[src/rtl/sprite_pkg.sv]
// Shared types and board-tile sprite patterns for the sprite line streamer.
// Patterns are 32 pixels by 16 rows, MSB = leftmost pixel.
package sprite_pkg;

  localparam int PAT_W    = 32;
  localparam int PAT_ROWS = 16;

  typedef logic [PAT_W-1:0] pat_row_t;

  typedef enum logic [2:0] {
    SHIP  = 3'd0,
    EMPTY = 3'd1,
    HIT   = 3'd2,
    MISS  = 3'd3,
    SUNK  = 3'd4
  } tile_t;

  typedef enum logic [1:0] {
    IDLE  = 2'd0,
    FETCH = 2'd1,
    SHIFT = 2'd2
  } state_t;

  localparam pat_row_t SHIP_PAT  [PAT_ROWS] = '{default: 32'hFFFF_FFFF};
  localparam pat_row_t EMPTY_PAT [PAT_ROWS] = '{default: 32'h0000_0000};

  // Two 3-pixel strokes converging one pixel per row; row 8 is the crossing.
  localparam pat_row_t HIT_PAT [PAT_ROWS] = '{
    32'h0000_0000, 32'h0000_0000, 32'h01C0_0380, 32'h00E0_0700,
    32'h0070_0E00, 32'h0038_1C00, 32'h001C_3800, 32'h000E_7000,
    32'h0003_C000, 32'h000E_7000, 32'h001C_3800, 32'h0038_1C00,
    32'h0070_0E00, 32'h00E0_0700, 32'h01C0_0380, 32'h0000_0000
  };

  localparam pat_row_t MISS_PAT [PAT_ROWS] = '{
    32'h0000_0000, 32'h0000_0000, 32'h07FF_FFE0, 32'h0700_00E0,
    32'h0700_00E0, 32'h0700_00E0, 32'h0700_00E0, 32'h0700_00E0,
    32'h0700_00E0, 32'h0700_00E0, 32'h0700_00E0, 32'h0700_00E0,
    32'h0700_00E0, 32'h07FF_FFE0, 32'h0000_0000, 32'h0000_0000
  };

  function automatic pat_row_t pattern_row(input int tile, input logic [3:0] row);
    pat_row_t r;
    case (tile)
      int'(SHIP):  r = SHIP_PAT[row];
      int'(EMPTY): r = EMPTY_PAT[row];
      int'(HIT):   r = HIT_PAT[row];
      int'(MISS):  r = MISS_PAT[row];
      int'(SUNK):  r = ~HIT_PAT[row];
      default:     r = '0;
    endcase
    return r;
  endfunction

endpackage

[src/rtl/sprite_pattern_lut.sv]
// Combinational tile/row to sprite line lookup; out-of-range requests give zero.
// Narrower lines take the leftmost PIX_W pattern pixels, wider lines pad on the right.
module sprite_pattern_lut
  import sprite_pkg::*;
#(
  parameter int PIX_W   = 32,
  parameter int ROWS    = 16,
  parameter int N_TILES = 5
) (
  input  logic [$clog2(N_TILES)-1:0] tile,
  input  logic [$clog2(ROWS)-1:0]    row,
  output logic [PIX_W-1:0]           line
);

  pat_row_t raw;

  always_comb begin
    // NOTE: every always_comb output gets a default first so no path can infer a latch.
    raw = '0;
    if (int'(tile) < N_TILES && int'(row) < ROWS && int'(row) < PAT_ROWS)
      raw = pattern_row(int'(tile), 4'(row));
  end

  for (genvar i = 0; i < PIX_W; i++) begin : g_px
    if (i < PAT_W) begin : g_src
      assign line[PIX_W-1-i] = raw[PAT_W-1-i];
    end else begin : g_pad
      assign line[PIX_W-1-i] = 1'b0;
    end
  end

endmodule

[src/rtl/sprite_line_streamer.sv]
// Handshaked sprite row source: one parallel line pulse, then a back-pressured
// 1-bit pixel stream with optional mirroring and per-pixel replication.
module sprite_line_streamer
  import sprite_pkg::*;
#(
  parameter int PIX_W   = 32,
  parameter int ROWS    = 16,
  parameter int N_TILES = 5,
  parameter int SCALE_W = 2
) (
  input  logic                       clk,
  input  logic                       rst_n,
  input  logic                       req_valid,
  output logic                       req_ready,
  input  logic [$clog2(N_TILES)-1:0] req_tile,
  input  logic [$clog2(ROWS)-1:0]    req_row,
  input  logic                       req_mirror,
  input  logic [SCALE_W-1:0]         req_scale,
  output logic                       line_valid,
  output logic [PIX_W-1:0]           line_data,
  output logic                       pix_valid,
  input  logic                       pix_ready,
  output logic                       pix,
  output logic                       pix_last
);

  localparam int TILE_W = $clog2(N_TILES);
  localparam int ROW_W  = $clog2(ROWS);
  localparam int CNT_W  = $clog2(PIX_W);
  localparam logic [CNT_W-1:0] LAST_PIX = CNT_W'(PIX_W - 1);

  state_t               state;
  logic [TILE_W-1:0]    tile_q;
  logic [ROW_W-1:0]     row_q;
  logic                 mirror_q;
  logic [SCALE_W-1:0]   scale_q;
  logic [PIX_W-1:0]     lut_line;
  logic [PIX_W-1:0]     fetched;
  logic [PIX_W-1:0]     shreg;
  logic [CNT_W-1:0]     pix_cnt;
  logic [SCALE_W-1:0]   rep_cnt;
  logic                 rep_done;

  sprite_pattern_lut #(
    .PIX_W   (PIX_W),
    .ROWS    (ROWS),
    .N_TILES (N_TILES)
  ) u_lut (
    .tile (tile_q),
    .row  (row_q),
    .line (lut_line)
  );

  for (genvar i = 0; i < PIX_W; i++) begin : g_rev
    assign fetched[i] = mirror_q ? lut_line[PIX_W-1-i] : lut_line[i];
  end

  assign rep_done = (rep_cnt == scale_q);
  assign pix      = shreg[PIX_W-1];
  assign pix_last = pix_valid && (pix_cnt == LAST_PIX) && rep_done;

  // NOTE: sequential state uses non-blocking assignments only, so every register
  // sees the pre-edge values of the others regardless of statement order.
  always_ff @(posedge clk) begin
    if (!rst_n) begin
      state      <= IDLE;
      req_ready  <= 1'b0;
      tile_q     <= '0;
      row_q      <= '0;
      mirror_q   <= 1'b0;
      scale_q    <= '0;
      line_valid <= 1'b0;
      line_data  <= '0;
      pix_valid  <= 1'b0;
      shreg      <= '0;
      pix_cnt    <= '0;
      rep_cnt    <= '0;
    end else begin
      line_valid <= 1'b0;
      case (state)
        IDLE: begin
          if (req_valid && req_ready) begin
            tile_q    <= req_tile;
            row_q     <= req_row;
            mirror_q  <= req_mirror;
            scale_q   <= req_scale;
            req_ready <= 1'b0;
            state     <= FETCH;
          end else begin
            req_ready <= 1'b1;
          end
        end
        FETCH: begin
          shreg      <= fetched;
          line_data  <= fetched;
          line_valid <= 1'b1;
          pix_valid  <= 1'b1;
          pix_cnt    <= '0;
          rep_cnt    <= '0;
          state      <= SHIFT;
        end
        SHIFT: begin
          if (pix_ready) begin
            if (rep_done) begin
              rep_cnt <= '0;
              pix_cnt <= pix_cnt + CNT_W'(1);
              shreg   <= shreg << 1;
            end else begin
              rep_cnt <= rep_cnt + SCALE_W'(1);
            end
            // Final pixel leaves the shift register empty, so pix idles at 0.
            if (pix_last) begin
              pix_cnt   <= '0;
              pix_valid <= 1'b0;
              req_ready <= 1'b1;
              state     <= IDLE;
            end
          end
        end
        default: state <= IDLE;
      endcase
    end
  end

endmodule

[config.mk]
export PLATFORM = sky130hd
export DESIGN_NAME = sprite_line_streamer
export DESIGN_NICKNAME = d
export VERILOG_FILES = /design/src/rtl/sprite_pkg.sv /design/src/rtl/sprite_pattern_lut.sv /design/src/rtl/sprite_line_streamer.sv
export SDC_FILE = /design/constraint.sdc
export NUM_CORES = 1
export LEC_CHECK = 0
export ABC_AREA = 1
export BUFFER_PORTS_ARGS = -buffer_cell sky130_fd_sc_hd__buf_2
export CORE_ASPECT_RATIO = 0.75
export CORE_MARGIN = 3
export CORE_UTILIZATION = 55
export DETAILED_ROUTE_END_ITERATION = 6
export HOLD_SLACK_MARGIN = 0.12
export PLACE_DENSITY = 0.76
export SKIP_CTS_REPAIR_TIMING = 1
export SYNTH_ARGS = -nofsm -noshare
export SYNTH_HDL_FRONTEND = slang
export SYNTH_HIERARCHICAL = 1
export SYNTH_SLANG_ARGS = --single-unit
[constraint.sdc]
create_clock -name clk -period 2.4 [get_ports clk]
set_clock_uncertainty 0.1 [all_clocks]
set_input_delay 0.48 -clock clk [delete_from_list [all_inputs] [get_ports clk]]
set_output_delay 0.48 -clock clk [all_outputs]
set_load 0.05 [all_outputs]
-- Word-level counts from Yosys, hierarchy flattened
Memories as Yosys holds them, arrays and structs flattened.
Index checks and enable logic that the tools add are counted.
- add/sub/neg operators: 2
- order comparisons: 2
- eq/ne operators: 13
- multiplexer cells: 64
- bitwise logic cells: 2
- reductions and logical operators: 14
- operators with widths (cell ; count):
    $mux W32 ; 11
    $pmux W32 S5 ; 1
    $pmux W32 S2 ; 1
    $mux W1 ; 38
    $not A32 Y32 ; 1
    $mux W5 ; 3
    $reduce_and A3 Y1 ; 5
    $mux W2 ; 5
    $pmux W5 S2 ; 1
    $ne A2 B2 Y1 const B ; 4
    $eq A3 B2 Y1 const B ; 2
    $pmux W2 S3 ; 1
    $add A5 B1 Y5 const B ; 1
    $eq A5 B5 Y1 const B ; 1
    $ge A5 B5 Y1 const B ; 1
    $not A4 Y5 ; 1
    $pmux W1 S2 ; 2
    $pmux W2 S2 ; 1
    $reduce_and A2 Y1 ; 2
    $reduce_bool A2 Y1 ; 2
    $eq A3 B1 Y1 const B ; 1
    $eq A3 B3 Y1 const B ; 1
    $logic_and A1 B1 Y1 ; 3
    $logic_not A3 Y1 ; 1
    7 further kinds ; 7
- flip-flop bits (word level): 86
- ROM bits: 2048
- input port bits: 14
- output and inout port bits: 37
- word-level logic and storage cells: 113
- memories: 4
- memories (memory ; words ; width ; rd ports ; clocked after Yosys merged registers in ; write ports ; line ; text):
    (name not given) ; 16 ; 32 ; 1 ; 0 ; 0 ; sprite_pkg.sv:46 ; int'(EMPTY): r = EMPTY_PAT[row];
    (name not given) ; 16 ; 32 ; 1 ; 0 ; 0 ; sprite_pkg.sv:47 ; int'(HIT): r = HIT_PAT[row];
    (name not given) ; 16 ; 32 ; 1 ; 0 ; 0 ; sprite_pkg.sv:45 ; int'(SHIP): r = SHIP_PAT[row];
    (name not given) ; 16 ; 32 ; 1 ; 0 ; 0 ; sprite_pkg.sv:48 ; int'(MISS): r = MISS_PAT[row];

-- Logic depth before layout (Yosys ltp)
Gate-level depths: netlist (run 1).
- depth in word-level cells: 9
- gate-level depth with buffers: 15
- depth with buffers taken out: 14

-- Cells and area by module
Netlist (run 1), hierarchy kept.
- by module, submodules not included (module ; instances ; cells an instance ; area each (um^2) ; seq. area each (um^2)):
    sprite_line_streamer ; 1 ; 586 ; 3911.3 ; 1721.7
    sprite_pattern_lut ; 1 ; 110 ; 683.2 ; 0.0

-- Least setup slack after synthesis (run 1)
Ideal clock, no wire load.
- kind: flip-flop to flip-flop
- from: register row_q[1]
- to: register shreg[17]
- data arrival time: 1704 ps
- data required time: 2184 ps
- path slack: 480 ps
- cell stages (with the launch flop): 14
- path buffers: 1
- period minus slack after synthesis: 1920 ps
- cells stage by stage: dfxtp_1 > inv_2 > ha_1 > nand3_2 > nand2_2 > a21oi_4 > nand3_1 > buf_4 > inv_1 > o21ai_0 > inv_1 > o21ai_0 > nor2_1 > nor2_1
- longest elaborated chain between the ends: 9
- elaborated cells on any way between the ends: 18
- RTL lines (what ; line ; text):
    start, declared ; sprite_line_streamer.sv:34 ; logic [ROW_W-1:0] row_q;
    start signal, assigned ; sprite_line_streamer.sv:84 ; row_q <= req_row;
    $not A4 Y5 (implied by the code) (*) ; n/a ;
    $mem_v2 Z16 W32 ; n/a ;
    $mux W32 (implied by the code) (2 in a row) ; sprite_pkg.sv:49 ; int'(SUNK): r = ~HIT_PAT[row];
    $not A32 Y32 ; sprite_pkg.sv:49 ;
    $pmux W32 S5 (*) ; sprite_pkg.sv:44 ; case (tile)
    $mux W32 (*) ; sprite_pattern_lut.sv:20 ; if (int'(tile) < N_TILES && int'(row) < ROWS && int'(row) < PAT_ROWS)
    net lut_line[14] ; sprite_line_streamer.sv:37 ; logic [PIX_W-1:0] lut_line;
    $mux W1 (*) ; sprite_line_streamer.sv:55 ; assign fetched[i] = mirror_q ? lut_line[PIX_W-1-i] : lut_line[i];
    $pmux W32 S2 (*) ; sprite_line_streamer.sv:80 ; case (state)
    end signal, assigned ; sprite_line_streamer.sv:94 ; shreg <= fetched;
    end signal, assigned ; sprite_line_streamer.sv:107 ; shreg <= shreg << 1;
    end, declared ; sprite_line_streamer.sv:39 ; logic [PIX_W-1:0] shreg;
The timed path passes the listed nets; every way through them passes the cells marked *. The select of a mux whose other input is x is not followed.
A chain may end at the register's enable or synchronous reset.

-- Worst setup path in the final report (run 1)
- from: register pix_cnt[0]
- to: output pix_last
- longest elaborated chain between the ends: 3
- RTL lines (what ; line ; text):
    start, declared ; sprite_line_streamer.sv:40 ; logic [CNT_W-1:0] pix_cnt;
    start signal, assigned ; sprite_line_streamer.sv:106 ; pix_cnt <= pix_cnt + CNT_W'(1);
    $eq A5 B5 Y1 ; sprite_line_streamer.sv:60 ; assign pix_last = pix_valid && (pix_cnt == LAST_PIX) && rep_done;
    $logic_and A1 B1 Y1 (2 in a row) ; sprite_line_streamer.sv:60 ;
    end, declared ; sprite_line_streamer.sv:24 ; output logic pix_last
Every way passes these cells.

==> results of run 1 <==
placed cells by master, fill, tap and decap left out, types with 2 or more instances in the layout:
cell type and n:
a21oi_1 35, nor2_2 2, buf_2 49, clkbuf_8 9
ha_1 8, inv_2 7, buf_12 3, nand2_1 136
inv_4 3, inv_1 47, dfxtp_2 3, o21ai_1 7
bufinv_16 3, o21ai_0 100, nor2_1 159, buf_4 11
nand3_2 3, dfxtp_1 83, nor2_4 2, nand2_2 5
nand3_1 24, nand2_4 4
worst max path at each step:
| stage | start | to | slack, ps | depth (start not counted) |
|---|---|---|---|---|
| after floorplan | row_q[1] | shreg[17] | 480 | 13 |
| after global placement | row_q[2] | shreg[5] | 400 | 10 |
| after detailed placement | row_q[0] | shreg[22] | 390 | 12 |
| after CTS | pix_cnt[0] | pix_last | -20 | 9 |
| after global routing | pix_cnt[0] | pix_last | 10 | 9 |
| final | pix_cnt[0] | pix_last | 130 | 9 |
area by class of cell:
type                       instances  area (sq um)  area share
clock inverter                     6           111      0.0223
tap                              105           131      0.0263
multi-input combinational        494          2270       0.455
inverter                          58           225      0.0451
clock buffer                       9           124      0.0248
sequential                        86          1730       0.345
timing repair buffer              64           403      0.0807
cells by family after synthesis:
family | synth area share
XOR/XNOR | 0.00545
flip-flops | 0.375
AO/OA/AOI/OAI | 0.163
adder cells (fa/ha/maj) | 0.0218
AND/OR/NAND/NOR | 0.305
buffers and inverters | 0.130
registers in the layout (all words and copies together) (netlist names):
signal	flops
line_data	32
shreg	32
pix_cnt	5
row_q	4
tile_q	3
rep_cnt	2
scale_q	2
state	2
line_valid	1
mirror_q	1
pix_valid	1
req_ready	1
stage by stage:
step                power (mW)  TNS [ps]  setup slack (ps)   util  area [sq um]
finish                    3.86         0               133  0.625          4990
global route              4.10         0              13.8  0.625          4990
CTS                       3.88     -18.1             -18.1  0.623          4970
detailed placement        2.67         0               386  0.593          4740
global placement          2.64         0               404  0.593          4740
floorplan                 2.54         0               480      -          4590
power groups by stage:
stage / Clock (mW) / Combinational, mW / Sequential (mW)
final: 1.21 / 1.01 / 1.64
after floorplan: 0 / 0.759 / 1.78
after global routing: 1.30 / 1.14 / 1.65
after global placement: 0 / 0.977 / 1.66
after CTS: 1.24 / 1.01 / 1.64
after detailed placement: 0 / 0.998 / 1.67
metal layers:
| layer | vias up | track usage |
|---|---|---|
| met1 | 1951 | 0.286 |
| li1 | 2208 | - |
| met3 | 13 | 0.0542 |
| met2 | 81 | 0.386 |
| met4 | 0 | 0.0718 |
| met5 | - | 0 |
worst register-to-register path, stage by stage (launching register included):
cell and delay [ps]:
dfxtp_1 470, inv_1 160, nand2_4 100, nor2_1 70, o21ai_1 330, inv_1 100
o21ai_0 340, nand2_1 90, nand2_1 80, nor2_1 40, nor2_1 110
==> impl_metrics.py, run 1 <==
metrics = {
    "routing": {
        "vias": 4253,
        "drtIter0Drc": 368,
        "routedWlPerCell_microns": 12.7,
        "dr.pass1.iters": 5,
        "wl_met3_microns": 389,
        "viasPerCell": 5.17,
        "drc": 0,
        "wl_met2_microns": 4870,
        "top_layer_used": "met4",
        "wl_microns": 10500,
        "postRouteAntennaNets": 0,
        "drt-met1-wl_microns": 5060,
    },
    "yosys": {
        "ys_warn_count": 6,
        "synth_top_area_cell": "dfxtp_1",
        "synth_top_area_frac": 0.375,
        "yosys-top-cells-count": "nor2_1 (159), nand2_1 (136), o21ai_0 (100), dfxtp_1 (86), inv_1 (48)",
        "synth.most_common_cell": "nor2_1",
        "yosys_most_used_dff": "dfxtp_1",
        "synth_area_sq_um": 4590,
        "async_reset_ff_frac": 0,
        "yosys_register_bits": 86,
        "synthCells": 696,
        "synth_seq_area_share": 0.375,
        "synth_edf_count": 0,
        "synthDistinctLibCells": 31,
        "avgSynthCellArea_sq_um": 6.60,
        "ys_top_cells_by_area": "dfxtp_1 (37%), nor2_1 (13%), nand2_1 (11%)",
        "synth_nets": 718,
    },
    "global_routing": {
        "grt_max_degree": 44,
        "first_global_vias": 3948,
        "grt_pass1_wl_microns": 17800,
        "antenna_found_initial": 0,
        "overflow": 0,
        "grt_util_all_layers": 0.227,
    },
    "clock_network": {
        "cts.sinks": 86,
        "cts_tree": "done",
        "cts_root_buf": "clkbuf_8",
        "h-tree-depth": 3,
        "cts.path.max_buffers": 2,
        "cts_buffers": 9,
        "clk_pin_slew_ps": 90,
        "clock_latency_ps": 370,
    },
    "layout": {
        "layout.cells.non_filler": 822,
        "layout-drive-gt1-share": 0.155,
        "fillers": 759,
        "finalNetCount": 735,
        "antenna_cells": 0,
        "area_delta_synth_final_pct": 8.71,
    },
    "floorplan": {
        "die_x_microns": 112,
        "pin_count": 51,
        "core_sq_um": 7990,
        "die_area_sq_um": 9500,
        "row_count": 28,
        "die_y_microns": 85.2,
        "initial_core_util": 0.575,
    },
    "critical_path": {
        "timing.rr.start": "row_q[2]",
        "slowest_delay_ps": 350,
        "cp-end-kind": "output pin",
        "worst_ep_arrival_time_ps": 1690,
        "reg2reg_slack_ps": 360,
        "startpoint_type": "flip-flop",
        "crit_slowest_cell": "dfxtp_2",
        "worstPathCellList": "ha_1 > nand2_1 > nor2_1 > ha_1 > nand2_1 > inv_1 > nand3_1 > inv_2 > buf_8",
        "path_buf_inv": 3,
        "cp_max_fo": 3,
        "cpLargestDelayFamily": "flip-flops",
        "worst_ep_required_time_ps": 1820,
        "path_class": "flip-flop to output pin",
        "r2r-end": "shreg[5]",
        "reg2reg_depth": 10,
    },
    "min_path": {
        "hold_start": "req_row[2]",
        "hp-class": "input port to flip-flop",
        "hold_depth": 3,
        "whs_endpoint": "row_q[2]",
    },
    "place": {
        "routabilityCongestion": 0.936,
        "io_buffers": 50,
        "dp_hpwl_microns": 7280,
        "dp_cells": 806,
    },
    "sta": {
        "slew_viol_final": 0,
        "fmax_mhz": 441,
        "fin_crit_ps": 2270,
        "slew_headroom": 0.630,
        "setup_viol": 0,
        "worst_pin_slew_ps": 555,
        "fin_hold_ws_ps": 270,
        "hold_violations": 0,
        "rsz0062_at_grt": "false",
        "fin_crit_sh": 0.944,
    },
    "pwr": {
        "switching_share": 0.344,
        "ir_drop_mv": 0.466,
        "p_per_area_nw_per_um2": 773,
        "switchingPower_mw": 1.33,
        "p_leak_nw": 2.45,
        "power_frac_comb": 0.261,
        "seq_power_share": 0.424,
        "intPower_mw": 2.53,
        "power_frac_clock": 0.315,
    },
    "run_status": {
        "outcome": "complete, no violations",
    },
    "run": {
        "max-cap-violations": 0,
    },
}
No activity file was read; power rests on OpenSTA's default activity.
==> run 2, diff against run 1 <==
Settings changed: BUFFER_PORTS_ARGS -buffer_cell sky130_fd_sc_hd__buf_2 to not set, DONT_BUFFER_PORTS set to 1, PLACE_DENSITY 0.76 to 0.7.
==> run 2 against run 1 <==
Clock-buffer cell count stayed put. Sequential power rose by 8%. Highest routed layer unchanged. Routed wire length shrank 1.6%. Register-to-register slack is essentially flat.
==> impl_metrics.py, run 2 (synthesized netlist as in run 1, its figures left out) <==
metrics = {
    "pwr": {
        "power_frac_comb": 0.220,
        "p_leak_nw": 2.18,
        "seq_power_share": 0.474,
        "ir_drop_mv": 0.504,
        "intPower_mw": 2.40,
        "switchingPower_mw": 1.32,
        "switching_share": 0.355,
        "power_frac_clock": 0.306,
        "p_per_area_nw_per_um2": 792,
        "p_total_mw": 3.73,
    },
    "layout": {
        "regArea_sq_um": 1720,
        "final_cell_mix": "nor2_1 (159), nand2_1 (136), o21ai_0 (100), dfxtp_1 (84), inv_1 (47)",
        "antenna_cells": 0,
        "fin_util": 0.589,
        "final_common_cell": "nor2_1",
        "area_delta_synth_final_pct": 2.45,
        "largestRegisters": "line_data: 32 flops, shreg: 32 flops, pix_cnt: 5 flops",
        "fillers": 786,
        "layout.cells.non_filler": 773,
        "multi_input_area_sq_um": 2280,
        "layout-drive-gt1-share": 0.0943,
        "postLayoutCellArea_sq_um": 4710,
        "finalNetCount": 685,
    },
    "place": {
        "dp_hpwl_microns": 6850,
        "postPlaceCellArea_sq_um": 4470,
        "pre_cts_slack_ps": 282,
        "dp_cells": 757,
        "routabilityCongestion": 0.902,
        "io_buffers": 0,
    },
    "sta": {
        "rsz0062_at_grt": "false",
        "fmax_mhz": 439,
        "worst_slack_ps": 124,
        "slew_headroom": 0.562,
        "worst_pin_slew_ps": 656,
        "setup_viol": 0,
        "hold_violations": 0,
        "fin_crit_sh": 0.948,
        "slew_viol_final": 0,
        "fin_crit_ps": 2280,
    },
    "clock_network": {
        "cts.path.max_buffers": 2,
        "clock_latency_ps": 370,
        "cts_buffers": 9,
        "cts.sinks": 86,
        "cts_root_buf": "clkbuf_8",
        "h-tree-depth": 3,
        "cts_tree": "done",
        "clk_pin_slew_ps": 100,
    },
    "critical_path": {
        "slowest_delay_ps": 330,
        "cpLargestDelayFamily": "adder cells",
        "worst_ep_arrival_time_ps": 1700,
        "cp_max_fo": 3,
        "worst_ep_required_time_ps": 1820,
        "startpoint_type": "flip-flop",
        "worstPathCellList": "ha_1 > nand2_1 > nor2_1 > ha_1 > nand2_1 > inv_1 > nand3_2 > clkinvlp_4",
        "crit_slowest_cell": "dfxtp_1",
        "path_buf_inv": 2,
        "path_class": "flip-flop to output pin",
        "cp-end-kind": "output pin",
    },
    "floorplan": {
        "die_area_sq_um": 9500,
        "pin_count": 51,
        "die_y_microns": 85.2,
        "row_count": 28,
        "die_x_microns": 112,
        "initial_core_util": 0.575,
        "core_sq_um": 7990,
    },
    "global_routing": {
        "grt_util_all_layers": 0.225,
        "overflow": 0,
        "grt_max_degree": 79,
        "antenna_found_initial": 0,
        "first_global_vias": 3848,
        "grt_pass1_wl_microns": 17700,
    },
    "routing": {
        "routedWlPerCell_microns": 13.3,
        "drc": 0,
        "viasPerCell": 5.24,
        "drtIter0Drc": 297,
        "postRouteAntennaNets": 0,
        "vias": 4054,
        "dr.pass1.iters": 5,
        "wl_microns": 10300,
    },
    "run_status": {
        "outcome": "complete, no violations",
    },
    "run": {
        "max-cap-violations": 0,
    },
    "min_path": {
        "hp-class": "input port to flip-flop",
    },
}
## run 2: cell count changes in the layout (fill, tap and decap cells not counted), sizes merged
cell | previous run | this run
clkinvlp | 1 | 3
bufinv | 3 | 2
buf | 64 | 14
## run 2: layout make-up
type,instances,share of cell area
well taps,105,0.0279
repair buffers,14,0.0250
inverters,58,0.0486
multi-input cells,494,0.485
flip-flops and latches,86,0.366
clock buffers,9,0.0263
clock inverters,7,0.0207
## run 2: through the flow
step	hold slack [ps]	TNS (ps)
2_1_floorplan	344	0
3_3_place_gp	365	0
3_5_place_dp	362	0
4_1_cts	127	-6.43
5_1_grt	138	0
6_report	154	0
## run 2: per-layer routing
layer,up-vias,part of all wire,GRT usage
met5,-,0,0
met4,0,0.022,0.0917
met3,23,0.057,0.0613
met2,96,0.45,0.366
met1,1817,0.47,0.285
li1,2118,-,-
## run 2: final timing paths
kind         cells past startpoint       start            to  slack [ps]
max reg2reg                     10    row_q[2]      shreg[5]         350
max                              8  pix_cnt[0]      pix_last         120
min reg2reg                      2  pix_cnt[0]    pix_cnt[0]         390
min                              2       rst_n  line_data[7]         150
## run 2: power groups by stage
stage	sequential [mW]	clock, mW	combinational, mW
after CTS	1.77	1.17	0.816
after floorplan	1.78	0	0.759
after global routing	1.78	1.23	0.953
final	1.77	1.14	0.820
after global placement	1.80	0	0.794
after detailed placement	1.80	0	0.809
